File: config.mk
export PLATFORM = sky130hd
export DESIGN_NAME = coord_interp
export DESIGN_NICKNAME = d
export VERILOG_FILES = /design/src/rtl/coord_interp.sv
export SDC_FILE = /design/constraint.sdc
export NUM_CORES = 1
export LEC_CHECK = 0
export BUFFER_PORTS_ARGS = -buffer_cell sky130_fd_sc_hd__buf_2
export CAP_MARGIN = 5
export CORE_MARGIN = 1.5
export CORE_UTILIZATION = 59
export CTS_CLUSTER_SIZE = 25
export DETAILED_ROUTE_END_ITERATION = 16
export PLACE_DENSITY_LB_ADDON = 0.3
export RECOVER_POWER = 100
export SYNTH_ARGS = -nofsm -noshare
export SYNTH_HDL_FRONTEND = slang
export SYNTH_SLANG_ARGS = --single-unit
File: constraint.sdc
create_clock -name CLK -period 2.4 [get_ports CLK]
set_input_delay 0.48 -clock CLK [delete_from_list [all_inputs] [get_ports CLK]]
set_output_delay 0.48 -clock CLK [all_outputs]
set_load 0.02 [all_outputs]
File: src/rtl/coord_interp.sv
// Linear interpolator: emits N+1 evenly spaced signed points from A to B,
// with fixed-point accumulation (4 fractional bits) and a valid/ready output.
module coord_interp (
  input  logic              CLK,
  input  logic              RST_ASYNC_N,
  input  logic              START,
  input  logic signed [7:0] COORD_A,
  input  logic signed [7:0] COORD_B,
  input  logic [1:0]        STEP_LOG2,
  input  logic              OUT_READY,
  output logic              OUT_VALID,
  output logic signed [7:0] OUT_COORD,
  output logic              OUT_LAST,
  output logic              BUSY,
  output logic              DONE
);

  typedef enum logic [1:0] {IDLE, LOAD, EMIT, FINISH} state_t;

  state_t             state_q, state_d;
  logic signed [7:0]  a_q, a_d, b_q, b_d;
  logic [1:0]         step_q, step_d;
  logic signed [12:0] acc_q, acc_d, inc_q, inc_d;
  logic [4:0]         index_q, index_d;

  logic [4:0]         lastIndex;
  logic               handshake;
  logic signed [8:0]  delta;
  logic signed [12:0] rounded;
  logic               unusedRoundBits;

  assign lastIndex       = 5'd2 << step_q;
  assign handshake       = (state_q == EMIT) && OUT_READY;
  assign delta           = {b_q[7], b_q} - {a_q[7], a_q};
  assign rounded         = acc_q + 13'sd8;
  assign unusedRoundBits = ^{rounded[12], rounded[3:0]};

  always_ff @(posedge CLK or negedge RST_ASYNC_N) begin
    if (!RST_ASYNC_N) begin
      state_q <= IDLE;
    end else begin
      state_q <= state_d;
    end
  end

  always_comb begin
    state_d = state_q;
    case (state_q)
      IDLE:    if (START) state_d = LOAD;
      LOAD:    state_d = EMIT;
      EMIT:    if (handshake && (index_q == lastIndex)) state_d = FINISH;
      FINISH:  state_d = IDLE;
      default: state_d = IDLE;
    endcase
  end

  always_comb begin
    OUT_VALID = (state_q == EMIT);
    OUT_LAST  = (state_q == EMIT) && (index_q == lastIndex);
    BUSY      = (state_q != IDLE);
    DONE      = (state_q == FINISH);
    OUT_COORD = rounded[11:4];
  end

  // inc = delta * 16 / N, so N increments land exactly on B << 4.
  always_comb begin
    a_d     = a_q;
    b_d     = b_q;
    step_d  = step_q;
    acc_d   = acc_q;
    inc_d   = inc_q;
    index_d = index_q;
    case (state_q)
      IDLE: begin
        if (START) begin
          a_d    = COORD_A;
          b_d    = COORD_B;
          step_d = STEP_LOG2;
        end
      end
      LOAD: begin
        acc_d   = {a_q[7], a_q, 4'b0000};
        inc_d   = {{4{delta[8]}}, delta} << (2'd3 - step_q);
        index_d = 5'd0;
      end
      EMIT: begin
        if (handshake && (index_q != lastIndex)) begin
          acc_d   = acc_q + inc_q;
          index_d = index_q + 5'd1;
        end
      end
      default: ;
    endcase
  end

  always_ff @(posedge CLK or negedge RST_ASYNC_N) begin
    if (!RST_ASYNC_N) begin
      a_q     <= '0;
      b_q     <= '0;
      step_q  <= '0;
      acc_q   <= '0;
      inc_q   <= '0;
      index_q <= '0;
    end else begin
      a_q     <= a_d;
      b_q     <= b_d;
      step_q  <= step_d;
      acc_q   <= acc_d;
      inc_q   <= inc_d;
      index_q <= index_d;
    end
  end

endmodule

-- After elaboration in Yosys (flattened, before gate mapping)
Index checks and enable logic that the tools add are counted.
- input bits: 22
- register bits after elaboration: 51
- reduce and logical (&&, ||, !) cells: 10
- $add $sub $neg: 5
- shift-type cells: 2
- eq/ne operators: 8
- mux-type cells: 7
- operators by type and width (cell ; number):
    $pmux 13 s2 ; 1
    $add 13x13->13 ; 1
    $mux 13 ; 1
    $shl 13x2->13 ; 1
    $add 12x5->12 const B ; 1
    $pmux 5 s2 ; 1
    $sub 8x8->9 ; 1
    $pmux 2 s4 ; 1
    $reduce_and 2->1 ; 3
    $add 5x1->5 const B ; 1
    $eq 5x5->1 ; 1
    $mux 5 ; 1
    $ne 5x5->1 ; 1
    $shl 2x2->5 const A ; 1
    $eq 2x2->1 const B ; 2
    $logic_and 1x1->1 ; 4
    $mux 2 ; 2
    $ne 2x1->1 const B ; 2
    $reduce_bool 2->1 ; 2
    $eq 2x1->1 const B ; 1
    $logic_not 2->1 ; 1
    $ne 2x2->1 const B ; 1
    $sub 2x2->2 const A ; 1

-- Depth between registers and ports, before layout
Gate-level depths: netlist of run 1.
- word-level depth: 5
- depth in mapped cells: 9

-- Worst setup path after synthesis of run 1
No wires, ideal clock.
- kind: reg2reg
- from: reg state_q[0]
- to: reg acc_q[11]
- cell stages (with the launch flop): 9
- setup slack: 261 ps
- arrival: 2015 ps
- buffers on the path: 1
- setup time: 124 ps
- cells stage by stage: dfrtp_1 > inv_1 > ha_1 > buf_2 > inv_2 > nor2_1 > a21oi_4 > a2111o_1 > nor3b_2
- word-level cells in the longest chain between the ends: 5
- ends and longest elaborated chain (what ; RTL line ; text):
    start: declaration ; 20 ; state_t state_q, state_d;
    start signal: assignment ; 42 ; state_q <= state_d;
    $eq 2x2->1 * ; -- ;
    named net OUT_VALID ; 11 ; output logic OUT_VALID,
    $logic_and 1x1->1 ; 33 ; assign handshake = (state_q == EMIT) && OUT_READY;
    $logic_and 1x1->1 ; 87 ; if (handshake && (index_q != lastIndex)) begin
    $ne 2x1->1 (no source line) ; -- ;
    $reduce_and 2->1 (no source line) ; -- ;
    end signal: assignment ; 101 ; acc_q <= '0;
    end signal: assignment ; 108 ; acc_q <= acc_d;
    end: declaration ; 23 ; logic signed [12:0] acc_q, acc_d, inc_q, inc_d;
Mark *: on every way through the listed nets, which the timed path passes. The rest lies on a longest branch.
A chain may end at the register's enable or synchronous reset.

-- Final worst setup path of run 1
- from: reg step_q[1]
- to: out OUT_LAST
- word-level cells in the longest chain between the ends: 3
- ends and longest elaborated chain (what ; RTL line ; text):
    start: declaration ; 22 ; logic [1:0] step_q, step_d;
    start signal: assignment ; 107 ; step_q <= step_d;
    $shl 2x2->5 ; 32 ; assign lastIndex = 5'd2 << step_q;
    $eq 5x5->1 ; 59 ; OUT_LAST = (state_q == EMIT) && (index_q == lastIndex);
    $logic_and 1x1->1 ; 59 ;
    end: declaration ; 13 ; output logic OUT_LAST,
No other way between the ends.

==> flow_summary.ini, run 1 <==
[outcome]
status = completed

[detailed_routing]
wirelength_mm = 7.04
drt_iter0_drc = 155
drc = 0
antenna_left = 0
met1_length_mm = 3.24
wl_met2_mm = 3.43
routed-wl-met3_um = 213
wl_per_cell_um = 15.4
dr.pass1.iters = 4
avgViaCountPerCell = 5.86
top_layer_used = met4
dr_total_vias = 2680

[yosys]
syn_inst = 344
synth_top_family_by_area = compound AO/OA/AOI/OAI gates
yosys_warnings = 0
synthTopCellsByCount = dfrtp_1, ha_1, nor2_1
synth_adder_area_share = 0.110
yosysMostFrequentCell = dfrtp_1
synth_top_area_frac = 0.368
synth_xor_area_frac = 0.0421
synth_compound_area_frac = 0.177
syn_avg_cell_area_um2 = 9.68
synth_mux_area_frac = 0.108
yosys_register_bits = 49
synth-simple-area-share = 0.156
syn_area_mm2 = 0.00333
synth_cell_types = 54
netlist_top_cells_area = dfrtp_1, ha_1, mux2_2
ys_seq_area_frac = 0.368
async_flop_share = 1.00
synth_edf_count = 0
syn_nets = 394
synth_flop_cell = dfrtp_1
synth_top_area_cell = dfrtp_1

[critical_path]
cp_top_family = flip-flops
start_kind = register
worstPathRequired_ns = 1.92
cp.arrival_ns = 1.83
crit_start = step_q[1]$_DFFE_PN0P_
criticalPathCategory = reg -> out
cpPeakStageDelay_ns = 0.50
path_cells = or2_2 -> a21oi_2 -> o221ai_4 -> nor2_1 -> buf_2
r2r_slack_ns = 0.12
path_buf_inv = 1
path_max_fanout = 14
worstReg2RegStart = a_q[0]$_DFFE_PN0P_
endpoint_kind = output port
slowest_stage = dfrtp_2

[floorplan]
io-pin-count = 34
die_w_um = 78.1
dieArea_mm2 = 0.00611
coreArea_mm2 = 0.00547
initial_core_util = 0.609
chipHeight_um = 78.1
num_rows = 27

[clock_tree]
cts_max_level = 2
cts_buffers = 5
clock-sinks = 49
clockBufferDepth = 2
cts-root-buf = clkbuf_8
cts_tree = done
clock_latency_ns = 0.30
clk_pin_slew_ns = 0.09
holdBufCountCts = 0

[sta]
hold_slack_ns = 0.401
tns_ns = 0
tightestPinTransition_ns = 1.21
setup_viol = 0
hold_viol = 0
clock_skew_ns = 0.00466
maxSlewHeadroom = 0.194
timing.final.crit_share = 0.961
final.min_clock_period_ns = 2.31
slew_violations = 0
fmax_mhz = 433
rsz0062_at_grt = no

[placed_design]
port_buffers = 33
post-dp-hpwl_mm = 5.41
place_area_mm2 = 0.00360
place_congestion = 0.869

[global_route]
grt_pass1_wl_mm = 11.8
grt_pass1_vias = 2684
track_usage = 0.248
grt_overflow = 0
antenna_found_initial = 0
grt_start_max_net_pins = 50

[layout]
fin_area_mm2 = 0.00370
final_util = 0.677
antenna_cells = 0
layout.nets = 434
synthToLayoutAreaGrowth_pct = 11.2
final_layout_size_suffix_gt1_frac = 0.190
ff_latch_area_mm2 = 0.00123
multiInputGateArea_mm2 = 0.00200
fillers = 467

[hold_path]
hold_path_class = in -> reg
min_from = COORD_B[3]

[run]
maxCapViolCount = 0
## through the flow
stage	instances	setup slack [ns]
3_5_place_dp	448	0.140
6_report	457	0.0924
4_1_cts	456	0.0253
2_1_floorplan	344	0.261
5_1_grt	457	0.0105
3_3_place_gp	448	0.190
## state kept, by name, summed over array words and instances (netlist names)
signal / flops
b_q: 8
step_q: 2
inc_q: 12
index_q: 5
a_q: 8
acc_q: 12
state_q: 2
## metal layers
metal / GRT usage / vias up
li1: - / 1321
met5: 0 / -
met4: 0.0929 / 0
met2: 0.420 / 58
met1: 0.317 / 1289
met3: 0.0419 / 12
## cells in the final DEF (no fill, tap or decap), types with 4 or more instances in the layout
| cell | n |
|---|---|
| a21o_1 | 7 |
| mux2i_1 | 10 |
| nor2b_1 | 6 |
| a31oi_1 | 4 |
| xnor2_1 | 9 |
| dfrtp_1 | 48 |
| ha_1 | 26 |
| o21a_1 | 7 |
| a211oi_1 | 5 |
| o21ai_0 | 16 |
| or2_2 | 4 |
| nor3_1 | 4 |
| nand2b_1 | 9 |
| nand2_1 | 23 |
| buf_2 | 24 |
| o221ai_1 | 5 |
| nand3_1 | 10 |
| nor2_1 | 25 |
| clkbuf_8 | 7 |
| xor2_1 | 7 |
| mux2_2 | 23 |
| clkbuf_1 | 13 |
| a21oi_1 | 20 |
| nand3b_1 | 5 |
| inv_1 | 21 |
## repair_timing
action	4_1_cts	5_1_grt
gates resized for setup	1	4
setup endpoints to repair	1	3
buffers inserted	0	1
pin swaps	0	1
## cells by family (layout without fill, tap and decap cells)
logic type / after synthesis / after routing
flip-flops: 49 / 49
AO/OA/AOI/OAI: 86 / 86
AND/OR/NAND/NOR: 102 / 102
adder cells (fa/ha/maj): 28 / 28
buffers and inverters: 30 / 71
XOR/XNOR: 16 / 16
multiplexers: 33 / 33
## worst paths after layout
kind | endpoint | depth (start not counted)
setup reg to reg | inc_q[7]$_DFFE_PN0P_ | 8
hold / removal | b_q[3]$_DFFE_PN0P_ | 2
max in group asynchronous | step_q[1]$_DFFE_PN0P_ | 2
min in group asynchronous | acc_q[7]$_DFFE_PN0P_ | 2
hold reg to reg | acc_q[2]$_DFFE_PN0P_ | 2
setup / recovery | OUT_LAST | 5
## layout make-up
| type | instances | share of cell area |
|---|---|---|
| timing repair buffer | 42 | 0.0544 |
| clock inverter | 1 | 0.00135 |
| inverter | 21 | 0.0213 |
| sequential | 49 | 0.331 |
| clock buffer | 7 | 0.0260 |
| tap | 72 | 0.0243 |
| multi-input combinational | 265 | 0.541 |
Power of run 1 is left out: the tool's default activity adds up to more than one toggle a clock period on the data nets, which glitch-free logic cannot reach.
==> inputs of run 2 (changes only) <==
--- a/config.mk
+++ b/config.mk
@@ -13,6 +13,7 @@
 export DETAILED_ROUTE_END_ITERATION = 16
 export PLACE_DENSITY_LB_ADDON = 0.3
 export RECOVER_POWER = 100
+export SKIP_CTS_REPAIR_TIMING = 1
 export SYNTH_ARGS = -nofsm -noshare
 export SYNTH_HDL_FRONTEND = slang
 export SYNTH_SLANG_ARGS = --single-unit
==> constraint.sdc (replaced) <==
create_clock -name CLK -period 2.4 [get_ports CLK]
set_input_delay 0.12 -clock CLK [delete_from_list [all_inputs] [get_ports CLK]]
set_output_delay 0.12 -clock CLK [all_outputs]
set_load 0.02 [all_outputs]
==> run 2 against run 1 <==
Sequential share of layout area is essentially flat; via count grew 1.0%; clock skew grew 0.0018 ns; final area shrank 0.17%; critical endpoint is now inc_q[4]$_DFFE_PN0P_; largest cell class unchanged.
==> flow_summary.ini, run 2 (synthesis gave the netlist of run 1 again) <==
[sta]
maxSlewHeadroom = 0.362
hold_slack_ns = 0.0475
tns_ns = 0
final.min_clock_period_ns = 2.31
tightestPinTransition_ns = 0.957
hold_viol = 0
timing.final.crit_share = 0.962
setup_viol = 0
slew_violations = 0
rsz0062_at_grt = no
fmax_mhz = 433
clock_skew_ns = 0.00651

[critical_path]
path_max_fanout = 3
endpoint_kind = register
r2r_slack_ns = 0.09
path_buf_inv = 1
criticalPathCategory = reg -> reg
path_cells = ha_1 -> fa_2 -> nor2b_2 -> o31a_1 -> buf_4 -> a211oi_1 -> a31oi_1 -> a21oi_1 -> mux2_2
worstReg2RegStart = a_q[0]$_DFFE_PN0P_
worstPathRequired_ns = 2.58
start_kind = register
reg2reg_depth = 9
slowest_stage = dfrtp_1
cp_top_family = adder cells
cp.arrival_ns = 2.49
worst_r2r_endpoint = inc_q[4]$_DFFE_PN0P_
cpPeakStageDelay_ns = 0.40

[hold_path]
hold_path_depth = 2
min_to = a_q[4]$_DFFE_PN0P_
hold_path_class = in -> reg
min_from = COORD_A[4]

[detailed_routing]
antenna_left = 0
routed-wl-met3_um = 415
drc = 0
top_layer_used = met4
dr.pass1.iters = 4
dr_total_vias = 2708
drt_iter0_drc = 204
met1_length_mm = 3.15
wirelength_mm = 7.17
avgViaCountPerCell = 5.89
wl_per_cell_um = 15.6
wl_met2_mm = 3.51

[clock_tree]
clockBufferDepth = 2
cts_max_level = 2
clock_latency_ns = 0.30
cts-root-buf = clkbuf_8
clk_pin_slew_ns = 0.08
cts_tree = done
clock-sinks = 49
cts_buffers = 5

[placed_design]
post-dp-hpwl_mm = 5.39
port_buffers = 33
place_congestion = 0.830

[global_route]
antenna_found_initial = 0
grt_pass1_wl_mm = 11.8
grt_start_max_net_pins = 35
grt_overflow = 0
grt_pass1_vias = 2615
track_usage = 0.243

[floorplan]
die_w_um = 78.1
num_rows = 27
chipHeight_um = 78.1
io-pin-count = 34
dieArea_mm2 = 0.00611
initial_core_util = 0.609
coreArea_mm2 = 0.00547

[layout]
largest_registers = acc_q: 12 flops, inc_q: 12 flops
synthToLayoutAreaGrowth_pct = 11.0
antenna_cells = 0
final_layout_size_suffix_gt1_frac = 0.178
layout_common_cells = dfrtp_1, nor2_1, ha_1, nand2_1, mux2_2
layout.nets = 437
final_common_cell = dfrtp_1
fillers = 464

[run]
maxCapViolCount = 0

[outcome]
status = completed
[run 2: worst max path at each step]
stage                           start               endpoint  cells past startpoint  slack [ns]
2_1_floorplan  state_q[0]$_DFFE_PN0P_  acc_q[11]$_DFFE_PN0P_                      8        0.26
3_3_place_gp       a_q[0]$_DFFE_PN0P_   inc_q[4]$_DFFE_PN0P_                      8        0.20
3_5_place_dp       a_q[0]$_DFFE_PN0P_   inc_q[4]$_DFFE_PN0P_                      8        0.13
4_1_cts            a_q[0]$_DFFE_PN0P_   inc_q[9]$_DFFE_PN0P_                      8        0.10
5_1_grt            a_q[0]$_DFFE_PN0P_   inc_q[8]$_DFFE_PN0P_                      8       0.002
6_report           a_q[0]$_DFFE_PN0P_   inc_q[4]$_DFFE_PN0P_                      9        0.09
[run 2: through the flow]
stage | util | worst slack [ns] | cell area, µm² | std cells
finish | 0.676 | 0.0905 | 3700 | 460
global route | 0.676 | 0.00212 | 3700 | 460
CTS | 0.676 | 0.104 | 3700 | 456
detailed placement | 0.657 | 0.126 | 3600 | 448
global placement | 0.657 | 0.198 | 3600 | 448
floorplan | - | 0.261 | 3330 | 344
[run 2: worst reg2reg max path, cell delays in order, from the launching register on]
cell	delay (ns)
dfrtp_1	0.40
ha_1	0.24
fa_2	0.37
nor2b_2	0.15
o31a_1	0.21
buf_4	0.14
a211oi_1	0.04
a31oi_1	0.26
a21oi_1	0.10
mux2_2	0.28
[run 2: area by class of cell]
| type | count | area (µm²) | share of cell area |
|---|---|---|---|
| clock buffers | 7 | 96.3 | 0.0261 |
| clock inverters | 1 | 5.00 | 0.00135 |
| inverters | 21 | 78.8 | 0.0213 |
| multi-input cells | 265 | 1980 | 0.535 |
| flip-flops and latches | 49 | 1230 | 0.332 |
| well taps | 72 | 90.1 | 0.0244 |
| repair buffers | 45 | 223 | 0.0602 |
[run 2: per-layer routing]
metal,up-vias,track usage
li1,1331,-
met1,1290,0.314
met2,79,0.413
met3,8,0.0442
met4,0,0.0768
met5,-,0
Power of run 2 is left out for the same reason.
==> inputs of run 3 (changes only) <==
--- a/config.mk
+++ b/config.mk
@@ -5,10 +5,11 @@
 export SDC_FILE = /design/constraint.sdc
 export NUM_CORES = 1
 export LEC_CHECK = 0
+export ABC_AREA = 1
 export BUFFER_PORTS_ARGS = -buffer_cell sky130_fd_sc_hd__buf_2
 export CAP_MARGIN = 5
 export CORE_MARGIN = 1.5
-export CORE_UTILIZATION = 59
+export CORE_UTILIZATION = 54
 export CTS_CLUSTER_SIZE = 25
 export DETAILED_ROUTE_END_ITERATION = 16
 export PLACE_DENSITY_LB_ADDON = 0.3
==> constraint.sdc (replaced) <==
create_clock -name CLK -period 2.1 [get_ports CLK]
set_input_delay 0.105 -clock CLK [delete_from_list [all_inputs] [get_ports CLK]]
set_output_delay 0.105 -clock CLK [all_outputs]
set_load 0.02 [all_outputs]
==> run 3 against run 2 <==
Sequential share of layout area fell by 0.91 points; count of clock-buffer cells in the layout fell by 2; die area rose by 13%; clock skew fell by 0.0014 ns; utilization fell by 4.8 points; first-iteration DRC count fell by 33%; worst setup slack improved by 0.081 ns; final area rose by 2.8%; via count rose by 11%.
==> flow_summary.ini, run 3 <==
[outcome]
status = completed

[sta]
final.min_clock_period_ns = 1.93
slew_violations = 0
tightestPinTransition_ns = 0.812
maxSlewHeadroom = 0.459
hold_viol = 0
clock_skew_ns = 0.00513
setup_viol = 0
timing.final.crit_share = 0.918
tns_ns = 0
fmax_mhz = 519
rsz0062_at_grt = no

[clock_tree]
cts-root-buf = clkbuf_8
cts_buffers = 5
clock-sinks = 49
cts_tree = done
clock_latency_ns = 0.31
clockBufferDepth = 2
cts_max_level = 2
clk_pin_slew_ns = 0.09

[critical_path]
endpoint_kind = output port
start_kind = register
path_max_fanout = 4
cp.arrival_ns = 1.82
worstPathRequired_ns = 2.00
criticalPathCategory = reg -> out

[floorplan]
io-pin-count = 34
coreArea_mm2 = 0.00606
die_w_um = 83.0
num_rows = 28
chipHeight_um = 83.0
initial_core_util = 0.570
dieArea_mm2 = 0.00689

[layout]
layout.nets = 561
final_common_cell = nand2_1
finalNonFillerCells = 587
largest_registers = acc_q: 12 flops, inc_q: 12 flops
final_layout_size_suffix_gt1_frac = 0.119
layout_common_cells = nand2_1, nand3_1, inv_1, dfrtp_1, nor2_1
synthToLayoutAreaGrowth_pct = 10.0
antenna_cells = 0

[pwr]
clkPwrFrac = 0.082
p_switching_mw = 3.49
leakagePower_nw = 2.02
power_frac_seq = 0.257
internal_power_mw = 3.26
finalPower_mw = 6.74
powerDensity_mw_per_mm2 = 1770
worst_ir_drop_vdd_mv = 0.819
share_comb_of_total_power = 0.661
switching_share = 0.517

[yosys]
synth_top_area_cell = dfrtp_1
yosys_warnings = 0
yosys_register_bits = 49
netlist_top_cells_area = dfrtp_1, nand2_1, ha_1
syn_nets = 517
synth_flop_cell = dfrtp_1
async_flop_share = 1.00
syn_area_mm2 = 0.00345
synth_cell_types = 36
synth_top_area_frac = 0.355
syn_inst = 467
synthTopCellsByCount = nand2_1, nand3_1, inv_1
yosysMostFrequentCell = nand2_1
ys_seq_area_frac = 0.355
syn_avg_cell_area_um2 = 7.40
synth_edf_count = 0

[detailed_routing]
drc = 0
antenna_left = 0
wirelength_mm = 7.58
dr.pass1.iters = 4
wl_per_cell_um = 12.9
avgViaCountPerCell = 5.14
drt_iter0_drc = 137
dr_total_vias = 3015

[global_route]
grt_pass1_wl_mm = 13.3
antenna_found_initial = 0
grt_start_max_net_pins = 20
grt_pass1_vias = 2951
grt_overflow = 0
track_usage = 0.235

[placed_design]
place_congestion = 0.947
post-dp-hpwl_mm = 6.18
port_buffers = 33
dp_cells = 577

[run]
maxCapViolCount = 0

[hold_path]
hold_path_class = in -> reg
run 3: cell types whose count changed after synthesis, sizes merged, moves of 6 or more:
cell,delta
nor2b,-6
nand2,+104
inv,+42
nor2,+13
mux2i,-10
mux2,-16
o21a,-6
nand2b,-9
nand3,+56
a21o,-6
run 3: stage by stage:
stage                     setup slack [ns]  area (µm²)  hold WS (ns)  utilization
after floorplan                      0.303        3450        -0.191            -
after global placement               0.237        3740        0.0257        0.618
after detailed placement             0.206        3740        0.0326        0.618
after CTS                           0.0495        3830        -0.305        0.632
after global routing                0.0219        3800        0.0208        0.627
final                                0.172        3800        0.0235        0.627
run 3: final timing paths:
check	cells past startpoint	startpoint	slack, ns	to
min in group asynchronous	2	RST_ASYNC_N	0.39	b_q[0]$_DFFE_PN0P_
max in group asynchronous	3	RST_ASYNC_N	0.75	inc_q[10]$_DFFE_PN0P_
max	6	acc_q[4]$_DFFE_PN0P_	0.17	OUT_COORD[7]
min	2	COORD_B[5]	0.02	b_q[5]$_DFFE_PN0P_
max reg2reg	9	acc_q[5]$_DFFE_PN0P_	0.22	acc_q[10]$_DFFE_PN0P_
min reg2reg	2	acc_q[0]$_DFFE_PN0P_	0.49	acc_q[0]$_DFFE_PN0P_
run 3: kinds of logic after synthesis:
| kind of cell | Yosys count | share of synthesized area |
|---|---|---|
| and+or+nand+nor | 241 | 0.301 |
| buffers and inverters | 72 | 0.0826 |
| AOI/OAI and AO/OA | 57 | 0.0996 |
| DFF | 49 | 0.355 |
| adders and majority gates | 28 | 0.106 |
| xor gates and xnor gates | 13 | 0.0330 |
| muxes | 7 | 0.0228 |
run 3: cell type report:
| type | count | area, µm² |
|---|---|---|
| multi-input combinational | 346 | 1920 |
| fill | 586 | 2260 |
| tap | 75 | 93.8 |
| clock inverter | 3 | 17.5 |
| timing repair buffer | 45 | 230 |
| sequential | 49 | 1230 |
| inverter | 64 | 240 |
| clock buffer | 5 | 68.8 |
run 3: power groups by stage:
| stage | clock, mW | combinational [mW] | sequential [mW] |
|---|---|---|---|
| after detailed placement | 0 | 4.52 | 1.75 |
| final | 0.554 | 4.46 | 1.73 |
| after floorplan | 0 | 3.61 | 1.65 |
| after global placement | 0 | 4.43 | 1.73 |
| after CTS | 0.574 | 4.55 | 1.73 |
| after global routing | 0.607 | 5.12 | 1.79 |
run 3: metal layers:
metal | vias up | share of wire | track usage
li1 | 1607 | - | -
met1 | 1344 | 0.45 | 0.290
met2 | 55 | 0.49 | 0.423
met3 | 9 | 0.047 | 0.0437
met4 | 0 | 0.011 | 0.0576
met5 | - | 0 | 0
run 3: worst max-delay path, cell delays in order (launching register included):
cell,delay [ns]
dfrtp_1,0.42
ha_1,0.21
nand3_1,0.15
nor3b_2,0.27
nand3_1,0.12
xnor2_1,0.16
clkbuf_2,0.19
(Power assumes the default switching activity.)
